===== config.mk =====
export PLATFORM = sky130hd
export DESIGN_NAME = clint
export DESIGN_NICKNAME = d
export VERILOG_FILES = /design/src/rtl/clint_pkg.sv /design/src/rtl/clint_timer.sv /design/src/rtl/clint.sv
export SDC_FILE = /design/constraint.sdc
export NUM_CORES = 1
export LEC_CHECK = 0
export BUFFER_PORTS_ARGS = -buffer_cell sky130_fd_sc_hd__buf_4
export CELL_PAD_IN_SITES_DETAIL_PLACEMENT = 1
export CELL_PAD_IN_SITES_GLOBAL_PLACEMENT = 2
export CORE_ASPECT_RATIO = 1.1
export CORE_MARGIN = 8
export CORE_UTILIZATION = 35
export CTS_CLUSTER_DIAMETER = 100
export DETAILED_ROUTE_END_ITERATION = 10
export HOLD_SLACK_MARGIN = 0.05
export PLACE_DENSITY = 0.76
export SLEW_MARGIN = 10
export SYNTH_ARGS = -nofsm -noshare
export SYNTH_HDL_FRONTEND = slang
export SYNTH_SLANG_ARGS = --single-unit

===== constraint.sdc =====
create_clock -name clk -period 3.9 [get_ports clk]
set_input_delay 0.585 -clock clk [delete_from_list [all_inputs] [get_ports clk]]
set_output_delay 0.585 -clock clk [all_outputs]
set_load 0.1 [all_outputs]

===== src/rtl/clint_pkg.sv =====
// clint_pkg: shared definitions for the core-local interruptor.
//   - register offsets relative to the CLINT base address
//   - responder FSM state encoding
//   - request/response record types, also used by the bus arbiter
//   - byte-strobe merge helper used by every 64-bit store path
package clint_pkg;

    localparam logic [63:0] CLINT_MSIP     = 64'h0000_0000_0000_0000;
    localparam logic [63:0] CLINT_MTIMECMP = 64'h0000_0000_0000_4000;
    localparam logic [63:0] CLINT_MTIME    = 64'h0000_0000_0000_BFF8;

    typedef enum logic {
        ST_IDLE = 1'b0,
        ST_RESP = 1'b1
    } clint_state_e;

    typedef struct packed {
        logic        valid;
        logic [63:0] addr;
        logic        write;
        logic [7:0]  strobe;
        logic [63:0] data;
    } clint_req_t;

    typedef struct packed {
        logic        ready;
        logic [63:0] data;
        logic        err;
    } clint_resp_t;

    // Bytes whose strobe bit is clear keep their old value.
    function automatic logic [63:0] strobe_merge(input logic [63:0] old_val,
                                                 input logic [63:0] new_val,
                                                 input logic [7:0]  strobe);
        logic [63:0] merged;
        for (int i = 0; i < 8; i++) begin
            merged[i*8 +: 8] = strobe[i] ? new_val[i*8 +: 8] : old_val[i*8 +: 8];
        end
        return merged;
    endfunction

endpackage


===== src/rtl/clint_timer.sv =====
// clint_timer: machine timer block.
//   Holds the tick prescaler, mtime, mtimecmp and the registered compare
//   that produces the timer interrupt.
// Ports:
//   clk, rst_n          clock, asynchronous active-low reset
//   i_mtime_we          store to mtime this cycle (byte-merged with i_wstrb)
//   i_mtimecmp_we       store to mtimecmp this cycle (byte-merged with i_wstrb)
//   i_wstrb, i_wdata    store byte enables and data
//   o_mtime, o_mtimecmp current register values (for the read mux)
//   o_trint             mtime >= mtimecmp, from the previous cycle's registers
module clint_timer
    import clint_pkg::*;
#(
    parameter int TICK_DIV = 1
) (
    input  logic        clk,
    input  logic        rst_n,
    input  logic        i_mtime_we,
    input  logic        i_mtimecmp_we,
    input  logic [7:0]  i_wstrb,
    input  logic [63:0] i_wdata,
    output logic [63:0] o_mtime,
    output logic [63:0] o_mtimecmp,
    output logic        o_trint
);

    localparam int             CW = (TICK_DIV > 1) ? $clog2(TICK_DIV) : 1;
    localparam logic [CW-1:0]  TC = CW'(TICK_DIV - 1);

    logic [CW-1:0] r_tick_cnt;
    logic [63:0]   r_mtime;
    logic [63:0]   r_mtimecmp;
    logic          r_trint;
    logic          w_tick;

    // mtime advances on the cycle the prescaler wraps back to 0.
    assign w_tick = (r_tick_cnt == TC);

    always_ff @(posedge clk or negedge rst_n) begin
        if (!rst_n) begin
            r_tick_cnt <= '0;
            r_mtime    <= '0;
            r_mtimecmp <= '1;
            r_trint    <= 1'b0;
        end else begin
            r_tick_cnt <= w_tick ? '0 : r_tick_cnt + CW'(1);

            // A store beats a coincident tick; the tick is dropped and the
            // un-strobed bytes come from the pre-increment value.
            if (i_mtime_we) begin
                r_mtime <= strobe_merge(r_mtime, i_wdata, i_wstrb);
            end else if (w_tick) begin
                r_mtime <= r_mtime + 64'd1;
            end

            if (i_mtimecmp_we) begin
                r_mtimecmp <= strobe_merge(r_mtimecmp, i_wdata, i_wstrb);
            end

            r_trint <= (r_mtime >= r_mtimecmp);
        end
    end

    assign o_mtime    = r_mtime;
    assign o_mtimecmp = r_mtimecmp;
    assign o_trint    = r_trint;

endmodule


===== src/rtl/clint.sv =====
// clint: core-local interruptor, memory-mapped responder on the uncached
// data bus. Owns msip and (through clint_timer) mtime/mtimecmp, and drives
// the timer and software interrupt levels into the CSR unit.
// Ports:
//   clk, reset          clock, asynchronous active-low reset
//   req_*               single-outstanding request (valid/addr/write/strobe/data)
//   resp_ready          one-cycle completion pulse, one cycle after acceptance
//   resp_data, resp_err load data / unmapped-offset flag, zero outside resp_ready
//   trint, swint        timer and software interrupt pending levels
//
// state   | meaning
// --------+------------------------------------------------------------
// ST_IDLE | waiting; a valid request is accepted, written or read here
// ST_RESP | resp_ready pulse with captured data/err, then back to idle
module clint
    import clint_pkg::*;
#(
    parameter logic [63:0] BASE     = 64'h0000_0000_0200_0000,
    parameter int          TICK_DIV = 1
) (
    input  logic        clk,
    input  logic        reset,
    input  logic        req_valid,
    input  logic [63:0] req_addr,
    input  logic        req_write,
    input  logic [7:0]  req_strobe,
    input  logic [63:0] req_data,
    output logic        resp_ready,
    output logic [63:0] resp_data,
    output logic        resp_err,
    output logic        trint,
    output logic        swint
);

    clint_state_e r_state;
    clint_state_e w_state_nxt;
    clint_req_t   w_req;
    clint_resp_t  w_resp;

    logic         r_msip;
    logic [63:0]  r_resp_data;
    logic         r_resp_err;

    logic [63:0]  w_offset;
    logic         w_hit_msip;
    logic         w_hit_mtimecmp;
    logic         w_hit_mtime;
    logic         w_unmapped;
    logic         w_accept;
    logic         w_msip_we;
    logic         w_mtime_we;
    logic         w_mtimecmp_we;
    logic [63:0]  w_rdata;
    logic [63:0]  w_mtime;
    logic [63:0]  w_mtimecmp;
    logic         w_trint;

    assign w_req = '{valid:  req_valid,
                     addr:   req_addr,
                     write:  req_write,
                     strobe: req_strobe,
                     data:   req_data};

    assign w_offset       = w_req.addr - BASE;
    assign w_hit_msip     = (w_offset == CLINT_MSIP);
    assign w_hit_mtimecmp = (w_offset == CLINT_MTIMECMP);
    assign w_hit_mtime    = (w_offset == CLINT_MTIME);
    assign w_unmapped     = !(w_hit_msip || w_hit_mtimecmp || w_hit_mtime);

    always_comb begin
        w_state_nxt = r_state;
        w_accept    = 1'b0;
        case (r_state)
            ST_IDLE: begin
                if (w_req.valid) begin
                    w_accept    = 1'b1;
                    w_state_nxt = ST_RESP;
                end
            end
            ST_RESP: begin
                w_state_nxt = ST_IDLE;
            end
            default: begin
                w_state_nxt = ST_IDLE;
            end
        endcase
    end

    assign w_msip_we     = w_accept && w_req.write && w_hit_msip;
    assign w_mtime_we    = w_accept && w_req.write && w_hit_mtime;
    assign w_mtimecmp_we = w_accept && w_req.write && w_hit_mtimecmp;

    always_comb begin
        w_rdata = '0;
        if (w_hit_msip) begin
            w_rdata = {63'd0, r_msip};
        end else if (w_hit_mtimecmp) begin
            w_rdata = w_mtimecmp;
        end else if (w_hit_mtime) begin
            w_rdata = w_mtime;
        end
    end

    clint_timer #(
        .TICK_DIV (TICK_DIV)
    ) u_timer (
        .clk           (clk),
        .rst_n         (reset),
        .i_mtime_we    (w_mtime_we),
        .i_mtimecmp_we (w_mtimecmp_we),
        .i_wstrb       (w_req.strobe),
        .i_wdata       (w_req.data),
        .o_mtime       (w_mtime),
        .o_mtimecmp    (w_mtimecmp),
        .o_trint       (w_trint)
    );

    // Response payload is captured at acceptance and cleared on every other
    // cycle, so data/err are zero whenever resp_ready is low.
    always_ff @(posedge clk or negedge reset) begin
        if (!reset) begin
            r_state     <= ST_IDLE;
            r_msip      <= 1'b0;
            r_resp_data <= '0;
            r_resp_err  <= 1'b0;
        end else begin
            r_state     <= w_state_nxt;
            r_resp_data <= (w_accept && !w_req.write) ? w_rdata : '0;
            r_resp_err  <= w_accept && w_unmapped;
            if (w_msip_we && w_req.strobe[0]) begin
                r_msip <= w_req.data[0];
            end
        end
    end

    assign w_resp = '{ready: (r_state == ST_RESP),
                      data:  r_resp_data,
                      err:   r_resp_err};

    assign resp_ready = w_resp.ready;
    assign resp_data  = w_resp.data;
    assign resp_err   = w_resp.err;
    assign trint      = w_trint;
    assign swint      = r_msip;

endmodule


; ---- Yosys cells after proc, flatten, opt, wreduce, memory -nomap -nowiden
; Index checks and enable logic that the tools add are counted.
[classes]
addsub = 3
n_lt_le_gt_ge = 1
eq_ne = 11
muxes = 18
n_bitwise = 1
reduce_logical = 28
[op_table]
columns = cell, count
row1 = 2-to-1 mux 64 bit, 6
row2 = adder 64 x 1 -> 64 bit (second input constant), 1
row3 = == test 64 x 15 -> 1 bit (second input constant), 1
row4 = == test 64 x 16 -> 1 bit (second input constant), 1
row5 = >= comparator 64 bit, 1
row6 = logical NOT 64 bit, 1
row7 = 2-to-1 mux 8 bit, 8
row8 = subtractor 64 x 26 -> 64 bit (second input constant), 1
row9 = AND reduction 2 bit, 16
row10 = inequality test 2 bit (second input constant), 8
row11 = logical AND 1 bit, 7
row12 = 2-to-1 mux 1 bit, 3
row13 = logical NOT 1 bit, 2
row14 = logical OR 1 bit, 2
row15 = inequality test 2 x 1 -> 1 bit (second input constant), 1
row16 = case mux 1 bit (2 select lines), 1
row17 = adder 1 bit (second input constant), 1
row18 = inverter 1 bit, 1
[word_totals]
reg_bits = 197
in_bits = 140
output_inout_bits = 68
word_cells = 84

; ---- Logic depth before layout (Yosys ltp)
; Gate-level depths: netlist of the first run.
[logic_depth]
word_depth = 6
depth_mapped = 14
mapped_depth_nobuf = 11

; ---- Cells and area by module
; From an unflattened synthesis of the first run, not the netlist that was laid out.
[unflattened]
hier_cells = 1172
area_unflattened_um2 = 11349.6
[modules_own_cells]
columns = module, n_inst, cells_each, area_each_um2, seq_area_each_um2
row1 = clint_timer, 1, 842, 8087.8, 3308.2
row2 = clint, 1, 330, 3261.9, 1676.6

; ---- Least setup slack after synthesis of the first run
; OpenSTA, ideal clock, no wires.
[synth_timing]
path_kind = input to register
startpoint = input port req_addr[28]
endpoint = register u_timer.r_mtimecmp[1] (netlist: u_timer.o_mtimecmp[1])
setup_ns = 0.085
arrival_time_ns = 4.367
t_required_ns = 3.815
path_slack_ns = -0.552
stages = 11
n_path_buf = 2
path_cell_list = or4_1 clkbuf_2 nor3_4 nand3_1 or4b_1 and3_1 or4_1 buf_2 nor4_4 nand2_4 mux2_1
[synth_via]
elab_chain_cells = 4
[synth_rtl]
columns = element, line_no
row1 = start: declaration, clint.sv:24  ; input logic [63:0] req_addr,
row2 = subtractor 64 x 26 -> 64 bit, clint.sv:64  ; assign w_offset = w_req.addr - BASE;
row3 = == test 64 x 15 -> 1 bit, clint.sv:66  ; assign w_hit_mtimecmp = (w_offset == CLINT_MTIMECMP);
row4 = logical AND 1 bit, clint.sv:91  ; assign w_mtimecmp_we = w_accept && w_req.write && w_hit_mtimecmp;
row5 = AND reduction 2 bit (no source line), --
row6 = end signal: assignment, clint_timer.sv:57  ; r_mtimecmp <= strobe_merge(r_mtimecmp, i_wdata, i_wstrb);
row7 = end: declaration, clint_timer.sv:32  ; logic [63:0] r_mtimecmp;
; Every way passes these cells.
; A chain may end at the register's enable or synchronous reset.

; ---- Worst setup path in the final report of the first run
[layout_timing]
startpoint = input port req_addr[28]
endpoint = register u_timer.r_mtime[34] (netlist: u_timer.o_mtime[34])
[layout_via]
elab_chain_cells = 5
elab_cells_between_ends = 7
cone_classes = add/sub: 1 / eq/ne: 3 / mux: 1 / reduce/logical: 2
[layout_rtl]
columns = element, line_no
row1 = subtractor 64 x 26 -> 64 bit *, clint.sv:64
row2 = == test 64 x 16 -> 1 bit *, clint.sv:67  ; assign w_hit_mtime = (w_offset == CLINT_MTIME);
row3 = logical AND 1 bit *, clint.sv:90  ; assign w_mtime_we = w_accept && w_req.write && w_hit_mtime;
row4 = inequality test 2 bit (no source line) / inequality test 2 x 1 -> 1 bit (equally long branches), --
row5 = AND reduction 2 bit (no source line), --
row6 = end signal: assignment, clint_timer.sv:51  ; r_mtime <= strobe_merge(r_mtime, i_wdata, i_wstrb);
row7 = end signal: assignment, clint_timer.sv:53  ; r_mtime <= r_mtime + 64'd1;
row8 = end: declaration, clint_timer.sv:31  ; logic [63:0] r_mtime;
; Mark *: on every way between the ends. The rest lies on a longest branch, timed or not.

==> impl_metrics.json, run 1 <==
{
  "p_per_area_nw_per_um2": 278,
  "port_buffers": 207,
  "synth_edf_count": 0,
  "initial_core_util": 0.355,
  "grt_max_degree": 89,
  "status": "finished clean",
  "syn_inst": 1173,
  "cts_root_buffer": "clkbuf_16",
  "ir_drop_mv": 0.289,
  "rsz0062_at_grt": "no",
  "yosys_warnings": 0,
  "final_util": 0.455,
  "core_um2": 32300,
  "path_common_cell": "or4_4",
  "finalMaxSlewViolations": 0,
  "setup_viol": 0,
  "synth_area_um2": 11500,
  "cts_tree": "yes",
  "numCtsBuffers": 17,
  "insertion_delay_ps": 460,
  "finalCritPeriodShare": 0.935,
  "end_kind": "flip-flop",
  "gp_congestion": 0.793,
  "p_leak_nw": 6.53,
  "hold_violations": 0,
  "cts_setup_buffers": 0,
  "gr-usage-all-layers": 0.200,
  "antenna_left": 0,
  "cpPeakStageDelay_ps": 590,
  "p_total_w": 0.00408,
  "initialDrtViolationCount": 551,
  "drt_wl_total_mm": 38.4,
  "crit_family": "simple AND/OR/NAND/NOR gates",
  "synthMostInstantiatedCell": "dfrtp_1",
  "worstSetupPathType": "in2reg",
  "crit_arrival_ps": 3980,
  "synth-async-reset-ratio": 1.00,
  "ys.flop_type": "dfrtp_1",
  "grt_pass1_vias": 11300,
  "synth_top_area_cell": "dfrtp_1",
  "drive_gt1_frac": 0.349,
  "drc": 0,
  "cts_sinks": 196,
  "layout.nets": 1615,
  "hpwl_mm": 28.6,
  "yosysSeqAreaShare": 0.434,
  "cap_violations": 0,
  "synth_top_area_frac": 0.288,
  "cp-start-kind": "input port",
  "period_minus_slack_ps": 3650,
  "gr-total-overflow": 0,
  "cts_buffer_depth": 2,
  "grt_pass1_wl_mm": 62.1,
  "worst_slew_pin_slew_ps": 874,
  "rows": 69,
  "syn_nets": 1379,
  "ctsHoldBuffers": 0,
  "die_area_um2": 38800,
  "clock_skew_ps": 17.6,
  "required_ps": 4230,
  "cp_cell_sequence": "buf_4 -> or4_4 -> a2111o_1 -> a2111oi_2 -> nand4_1 -> a211o_1 -> or4_4 -> nor2_1 -> buf_12 -> nand2_1 -> o221a_2",
  "htreeDepth": 4,
  "viasPerCell": 5.61,
  "crit_slowest_cell": "or4_4",
  "max_freq_mhz": 274,
  "slew_headroom": 0.417,
  "ys_seq_elements": 196,
  "worst-path-max-fanout": 13,
  "avgSynthCellArea_um2": 9.78,
  "wl_per_cell_um": 20.8,
  "die_w_um": 189,
  "crit_buf_inv": 2,
  "synthTopCellsByArea": "dfrtp_1, dfstp_2, ha_1",
  "ios": 208,
  "antenna_found_initial": 0,
  "postCtsResizedCells": 0,
  "synth_common_cells": "dfrtp_1, inv_1, nor2_1",
  "flow.area_growth_from_synthesis_pct": 28.2,
  "drt_pass1_iterations": 6,
  "die_height_um": 206,
  "num_vias": 10400,
  "synth.distinct_cells": 66,
  "path_clk_slew_ps": 70,
  "diodes": 0,
  "hold_path_class": "in2async"
}
## registers in the layout, summed over array words and instances, names as in the netlist
signal	count
resp_err	1
swint	1
u_timer.o_mtimecmp	64
u_timer.o_trint	1
resp_data	64
u_timer.o_mtime	64
resp_ready	1
## metrics by stage
stage	instances	instance area, um^2	hold slack, ps	setup slack [ps]	TNS, ps
4_1_cts	1848	14700	224	241	0
5_1_grt	1848	14700	251	104	0
2_1_floorplan	1173	11600	289	-347	-19860
3_5_place_dp	1816	14100	486	-220	-19210
3_3_place_gp	1816	14100	481	-181	-11450
6_report	1848	14700	198	252	0
## metal layers
layer,global-route usage,share of wire
met5,0,0
met2,0.358,0.52
met1,0.244,0.43
met4,0.0567,0.017
met3,0.0334,0.034
## power breakdown
| part | internal [W] | switching [W] |
|---|---|---|
| logic | 0.000129 | 0.000170 |
| registers | 0.00204 | 0.000000517 |
| clock network | 0.000896 | 0.000851 |
## kinds of logic after synthesis
kind of cell    after synthesis  share of synthesized area
flops                       196                      0.434
simple gates                392                      0.183
compound gates              282                      0.188
buf+inv                     165                     0.0542
xor+xnor                      4                    0.00305
mux                          68                     0.0649
fa+ha+maj                    66                     0.0720
## layout by cell type (no fill, tap or decap), drive strengths merged, types with 3 or more instances in the layout
cell type	count
a21o	18
or2	3
dfstp	64
clkinvlp	3
nand3	49
o21a	7
a2111oi	5
and2	16
o21ai	26
and3	25
ha	66
nand3b	3
nor2	105
dfrtp	132
nor2b	8
a31o	3
and4	9
a211o	4
inv	111
a211oi	3
xor2	3
nand4	45
or3	8
clkbuf	21
nor3	19
o221a	42
a222oi	9
a21oi	76
nand2	67
clkinv	4
mux2	51
mux2i	17
a32oi	66
buf	274
a221oi	3
nor4	16
or4	5
## cell type report
class                      instances  area [um^2]
inverter                         107          402
tap                              426          533
timing repair buffer             275         2250
clock buffer                      20          437
fill                            3685        17600
clock inverter                    12          124
multi-input combinational        812         5980
sequential                       196         4980
## path summary, 6_finish.rpt
| kind | cells after the start | slack, ps | to | from |
|---|---|---|---|---|
| max in group asynchronous | 2 | 2800 | u_timer.o_mtimecmp[33]$_DFFE_PN1P_ | reset |
| worst min-delay path | 1 | 200 | resp_data[61]$_DFF_PN0_ | reset |
| min in group clk | 2 | 340 | resp_data[0]$_DFF_PN0_ | req_write |
| worst min register to register | 1 | 490 | resp_ready$_DFF_PN0_ | resp_ready$_DFF_PN0_ |
| worst max register to register | 11 | 650 | u_timer.o_mtime[62]$_DFFE_PN0P_ | u_timer.o_mtime[0]$_DFFE_PN0P_ |
| worst max-delay path | 11 | 250 | u_timer.o_mtime[34]$_DFFE_PN0P_ | req_addr[28] |
Note: power is estimated with default switching activity, not from simulation.
==> inputs of run 2 (changes only) <==
--- a/config.mk
+++ b/config.mk
@@ -9,12 +9,12 @@
 export CELL_PAD_IN_SITES_DETAIL_PLACEMENT = 1
 export CELL_PAD_IN_SITES_GLOBAL_PLACEMENT = 2
 export CORE_ASPECT_RATIO = 1.1
-export CORE_MARGIN = 8
-export CORE_UTILIZATION = 35
-export CTS_CLUSTER_DIAMETER = 100
+export CORE_MARGIN = 2
+export CORE_UTILIZATION = 32
+export CTS_CLUSTER_DIAMETER = 30
 export DETAILED_ROUTE_END_ITERATION = 10
 export HOLD_SLACK_MARGIN = 0.05
-export PLACE_DENSITY = 0.76
+export PLACE_DENSITY = 0.73
 export SLEW_MARGIN = 10
 export SYNTH_ARGS = -nofsm -noshare
 export SYNTH_HDL_FRONTEND = slang
==> constraint.sdc (replaced) <==
create_clock -name clk -period 3.3 [get_ports clk]
set_input_delay 0.495 -clock clk [delete_from_list [all_inputs] [get_ports clk]]
set_output_delay 0.495 -clock clk [all_outputs]
set_load 0.1 [all_outputs]
==> run 2 against run 1 <==
  * The run now ends with setup timing left
  * Core utilization is 1.1 points lower
  * Final cell count grew 5.7%
  * Sequential power grew 18%
  * Routed wire length up 4.5%
  * Via count up 2.2%
  * Clock power rose by 22%
  * Clock skew down 3.3 ps
  * Register-to-register slack lost 320 ps
==> impl_metrics.json, run 2 (synthesized netlist as in run 1, its figures left out) <==
{
  "status": "finished with violations",
  "violations": "setup timing",
  "max_freq_mhz": 295,
  "finalMaxSlewViolations": 0,
  "worstSetupPathType": "in2reg",
  "antenna_found_initial": 0,
  "worst_slew_pin_slew_ps": 839,
  "initialDrtViolationCount": 651,
  "cp-start-kind": "input port",
  "num_vias": 10600,
  "rows": 72,
  "crit_arrival_ps": 3770,
  "worst-path-max-fanout": 8,
  "initial_core_util": 0.326,
  "clock_skew_ps": 14.3,
  "insertion_delay_ps": 450,
  "diodes": 0,
  "ios": 208,
  "hold_violations": 0,
  "die_w_um": 185,
  "layout_common_cells": "buf_4, dfrtp_1, inv_1, nor2_1, ha_1",
  "layout.nets": 1665,
  "core_um2": 35200,
  "hold_path_class": "in2reg",
  "totalNegativeSetupSlack_ps": -4440,
  "layout_commonest_cell": "buf_4",
  "grt_pass1_vias": 11200,
  "slew_headroom": 0.441,
  "cts_root_buffer": "clkbuf_16",
  "stdcell_count": 1953,
  "grt_pass1_wl_mm": 62.1,
  "path_clk_slew_ps": 70,
  "gp_congestion": 0.804,
  "ir_drop_mv": 0.349,
  "numCtsBuffers": 17,
  "period_minus_slack_ps": 3390,
  "cts_buffer_depth": 2,
  "drive_gt1_frac": 0.404,
  "cts_tree": "yes",
  "p_per_area_nw_per_um2": 315,
  "antenna_left": 0,
  "gr-usage-all-layers": 0.212,
  "drt_wl_total_mm": 40.2,
  "gr-total-overflow": 0,
  "hpwl_mm": 29.0,
  "die_height_um": 203,
  "p_leak_nw": 6.89,
  "end_kind": "flip-flop",
  "cap_violations": 0,
  "grt_max_degree": 83,
  "port_buffers": 207,
  "drc": 0,
  "rsz0062_at_grt": "yes",
  "required_ps": 3680,
  "drt_pass1_iterations": 5,
  "viasPerCell": 5.42,
  "wl_per_cell_um": 20.6,
  "die_area_um2": 37400,
  "setup_viol": 97,
  "dp.cells": 1905,
  "flow.area_growth_from_synthesis_pct": 36.5,
  "htreeDepth": 4,
  "cts_sinks": 196,
  "finalCritPeriodShare": 1.03,
  "setup_slack_ps": -92.3
}
run 2: worst paths after layout:
path | startpoint | endpoint | slack (ps) | cells after the start
setup reg to reg | u_timer.o_mtime[0]$_DFFE_PN0P_ | u_timer.o_mtime[36]$_DFFE_PN0P_ | 330 | 9
hold reg to reg | u_timer.o_mtimecmp[61]$_DFFE_PN1P_ | u_timer.o_mtimecmp[61]$_DFFE_PN1P_ | 510 | 2
hold / removal | req_write | resp_data[0]$_DFF_PN0_ | 240 | 2
max in group asynchronous | reset | u_timer.o_mtimecmp[52]$_DFFE_PN1P_ | 1850 | 3
setup / recovery | req_addr[31] | u_timer.o_mtimecmp[45]$_DFFE_PN1P_ | -90 | 11
min in group asynchronous | reset | resp_data[14]$_DFF_PN0_ | 580 | 2
run 2: repair_timing:
item                                    in CTS  in global routing
pin swaps                                   52                  9
endpoints found under the setup margin     187                192
buffers inserted                             7                  3
resized for setup                           68                 16
endpoints found under the hold margin       24                  0
hold buffers                                 1                  0
cloned                                       1                  4
run 2: routing by layer:
metal | up-vias | track usage | wire length [um]
li1 | 4972 | - | -
met3 | 31 | 0.0253 | 1650
met2 | 215 | 0.377 | 20400
met1 | 5368 | 0.277 | 17600
met5 | - | 0 | 0
met4 | 0 | 0.0437 | 420
run 2: worst max-delay path, cell delays in order:
cell and delay (ps):
buf_6 90, or4_4 590, nor3_4 250, nand3_2 110, or4b_1 530, and3_4 180
or4_4 620, nor4_4 250, buf_6 220, nand2_4 120, mux2_4 310
run 2: where the power goes:
part	switching, W	leakage, nW	internal, W
logic	0.000220	4.38	0.000174
registers	0.00000195	2.24	0.00241
clock network	0.00101	0.271	0.00113
total	0.00123	6.89	0.00371
run 2: through the flow:
| step | util | power [W] | setup WS [ps] | cell area (um^2) | hold slack, ps |
|---|---|---|---|---|---|
| 2_1_floorplan | - | 0.00253 | -857 | 11600 | 199 |
| 3_3_place_gp | 0.411 | 0.00284 | -644 | 14500 | 486 |
| 3_5_place_dp | 0.411 | 0.00284 | -710 | 14500 | 497 |
| 4_1_cts | 0.439 | 0.00501 | -73.2 | 15500 | 217 |
| 5_1_grt | 0.445 | 0.00512 | -175 | 15700 | 226 |
| 6_report | 0.445 | 0.00494 | -92.3 | 15700 | 244 |
run 2: final cells by class:
| type | count | area, um^2 |
|---|---|---|
| Fill cell | 3957 | 19600 |
| Multi-Input combinational cell | 813 | 6310 |
| Sequential cell | 196 | 4980 |
| Timing Repair Buffer | 324 | 2780 |
| Tap cell | 481 | 602 |
| Clock buffer | 18 | 429 |
| Inverter | 107 | 402 |
| Clock inverter | 14 | 154 |
==> inputs of run 3 (changes only) <==
--- a/config.mk
+++ b/config.mk
@@ -5,7 +5,7 @@
 export SDC_FILE = /design/constraint.sdc
 export NUM_CORES = 1
 export LEC_CHECK = 0
-export BUFFER_PORTS_ARGS = -buffer_cell sky130_fd_sc_hd__buf_4
+export BUFFER_PORTS_ARGS = -buffer_cell sky130_fd_sc_hd__buf_2
 export CELL_PAD_IN_SITES_DETAIL_PLACEMENT = 1
 export CELL_PAD_IN_SITES_GLOBAL_PLACEMENT = 2
 export CORE_ASPECT_RATIO = 1.1
==> run 3 against run 2 <==
  * The run still ends with setup timing left
  * Sequential share of layout area grew 1.9 points
  * Via count shrank 1.1%
  * Largest power group unchanged
  * Register-to-register slack better by 30 ps
  * Power is 0.61% lower
  * Clock skew is 3.5 ps lower
  * Combinational power fell by 13%
  * Core utilization fell by 2.5 points
  * Critical endpoint is now u_timer.o_mtime[48]$_DFFE_PN0P_
==> impl_metrics.json, run 3 (synthesized netlist as in run 1, its figures left out) <==
{
  "status": "finished with violations",
  "violations": "setup timing",
  "initialDrtViolationCount": 546,
  "p_per_area_nw_per_um2": 332,
  "numCtsBuffers": 17,
  "die_height_um": 203,
  "fill_cells": 4063,
  "period_minus_slack_ps": 3400,
  "r2r_start": "u_timer.o_mtime[0]$_DFFE_PN0P_",
  "cp_cell_sequence": "buf_6 -> or4_4 -> nor3_4 -> nand3_2 -> or4b_1 -> and3_4 -> or4_4 -> buf_4 -> nor3_1 -> buf_4 -> a21oi_1 -> o221a_2",
  "multi_input_area_um2": 6130,
  "grt_pass1_vias": 11000,
  "gr-total-overflow": 0,
  "antenna_left": 0,
  "drc": 0,
  "dp.cells": 1905,
  "viasPerCell": 5.38,
  "rsz0062_at_grt": "yes",
  "drive_gt1_frac": 0.381,
  "totalNegativeSetupSlack_ps": -7910,
  "cpPeakStageDelay_ps": 620,
  "path_clk_slew_ps": 70,
  "htreeDepth": 4,
  "end_kind": "flip-flop",
  "worstReg2RegEnd": "u_timer.o_mtime[58]$_DFFE_PN0P_",
  "wl_per_cell_um": 19.6,
  "finalCritPeriodShare": 1.03,
  "crit_slowest_cell": "or4_4",
  "grt_max_degree": 84,
  "cp-start-kind": "input port",
  "hold_violations": 0,
  "hold_path_class": "in2async",
  "p_total_w": 0.00491,
  "insertion_delay_ps": 460,
  "die_w_um": 185,
  "hpwl_mm": 28.3,
  "timing.hold.ws_ps": 86.0,
  "num_vias": 10500,
  "port_buffers": 207,
  "die_area_um2": 37400,
  "setup_slack_ps": -101,
  "cap_violations": 0,
  "drt_pass1_iterations": 7,
  "gr-usage-all-layers": 0.209,
  "crit_arrival_ps": 3740,
  "cts_buffer_depth": 2,
  "dpl_worst_slack_ps": -749,
  "worstSetupPathType": "in2reg",
  "cts_root_buffer": "clkbuf_16",
  "p_leak_nw": 6.62,
  "setup_viol": 167,
  "clock_skew_ps": 10.8,
  "cts_sinks": 196,
  "layout_common_cells": "buf_2, dfrtp_1, inv_1, nor2_1, buf_4",
  "initial_core_util": 0.326,
  "worst_slew_pin_slew_ps": 840,
  "gp_congestion": 0.831,
  "antenna_found_initial": 1,
  "reg2reg_depth": 11,
  "layout_commonest_cell": "buf_2",
  "required_ps": 3640,
  "flow.area_growth_from_synthesis_pct": 28.9,
  "rows": 72,
  "finalMaxSlewViolations": 0,
  "seqCellArea_um2": 4980,
  "worst-path-max-fanout": 8,
  "cts_tree": "yes",
  "drt_wl_total_mm": 38.3,
  "max_freq_mhz": 294,
  "grt_pass1_wl_mm": 61.2,
  "layout.nets": 1658,
  "stdcell_count": 1948,
  "core_um2": 35200,
  "rrSetupSlack_ps": 360,
  "ios": 208,
  "ir_drop_mv": 0.336,
  "slew_headroom": 0.440
}
run 3: per-layer routing:
layer  part of all wire  track usage  routed length (um)
met1               0.47        0.282               17800
met2               0.49        0.352               18700
met3              0.029       0.0285                1110
met4              0.016       0.0574                 622
met5                  0            0                   0
run 3: power by group:
group | internal [W] | leakage (nW) | switching [W] | total, W
clock | 0.00114 | 0.272 | 0.00102 | 0.00216
combinational | 0.000126 | 4.11 | 0.000216 | 0.000343
sequential | 0.00241 | 2.24 | 0.00000122 | 0.00241
run 3: critical path, delay by kind of cell:
family / cells / cell delay (ps)
AO/OA/AOI/OAI: 2 / 290
AND/OR/NAND/NOR: 7 / 2470
buffers and inverters: 3 / 490
run 3: worst max-delay path by stage:
stage                      start                           endpoint  depth (start not counted)
CTS                 req_addr[31]  u_timer.o_mtimecmp[2]$_DFFE_PN1P_                         11
finish              req_addr[31]    u_timer.o_mtime[48]$_DFFE_PN0P_                         12
detailed placement  req_addr[28]    u_timer.o_mtime[27]$_DFFE_PN0P_                         11
global placement    req_addr[28]    u_timer.o_mtime[34]$_DFFE_PN0P_                         11
floorplan           req_addr[28]  u_timer.o_mtimecmp[1]$_DFFE_PN1P_                         11
global route        req_addr[31]  u_timer.o_mtimecmp[1]$_DFFE_PN1P_                         11
run 3: final cells by class:
cell class,instances,area share
Multi-Input combinational cell,812,0.415
Sequential cell,196,0.337
Timing Repair Buffer,318,0.140
Tap cell,481,0.0407
Clock buffer,18,0.0297
Inverter,107,0.0272
Clock inverter,14,0.0104
Antenna cell,2,0.000338
run 3: stage by stage:
stage               utilization  cell area [um^2]
floorplan                     -             11600
global placement          0.396             14000
detailed placement        0.396             14000
CTS                       0.418             14700
global route              0.420             14800
finish                    0.420             14800
run 3: timing repair:
item | CTS | global route
endpoints found under the setup margin | 186 | 192
hold buffers | 0 | 0
buffers inserted | 8 | 1
pin swaps | 7 | 4
resized for setup | 20 | 12
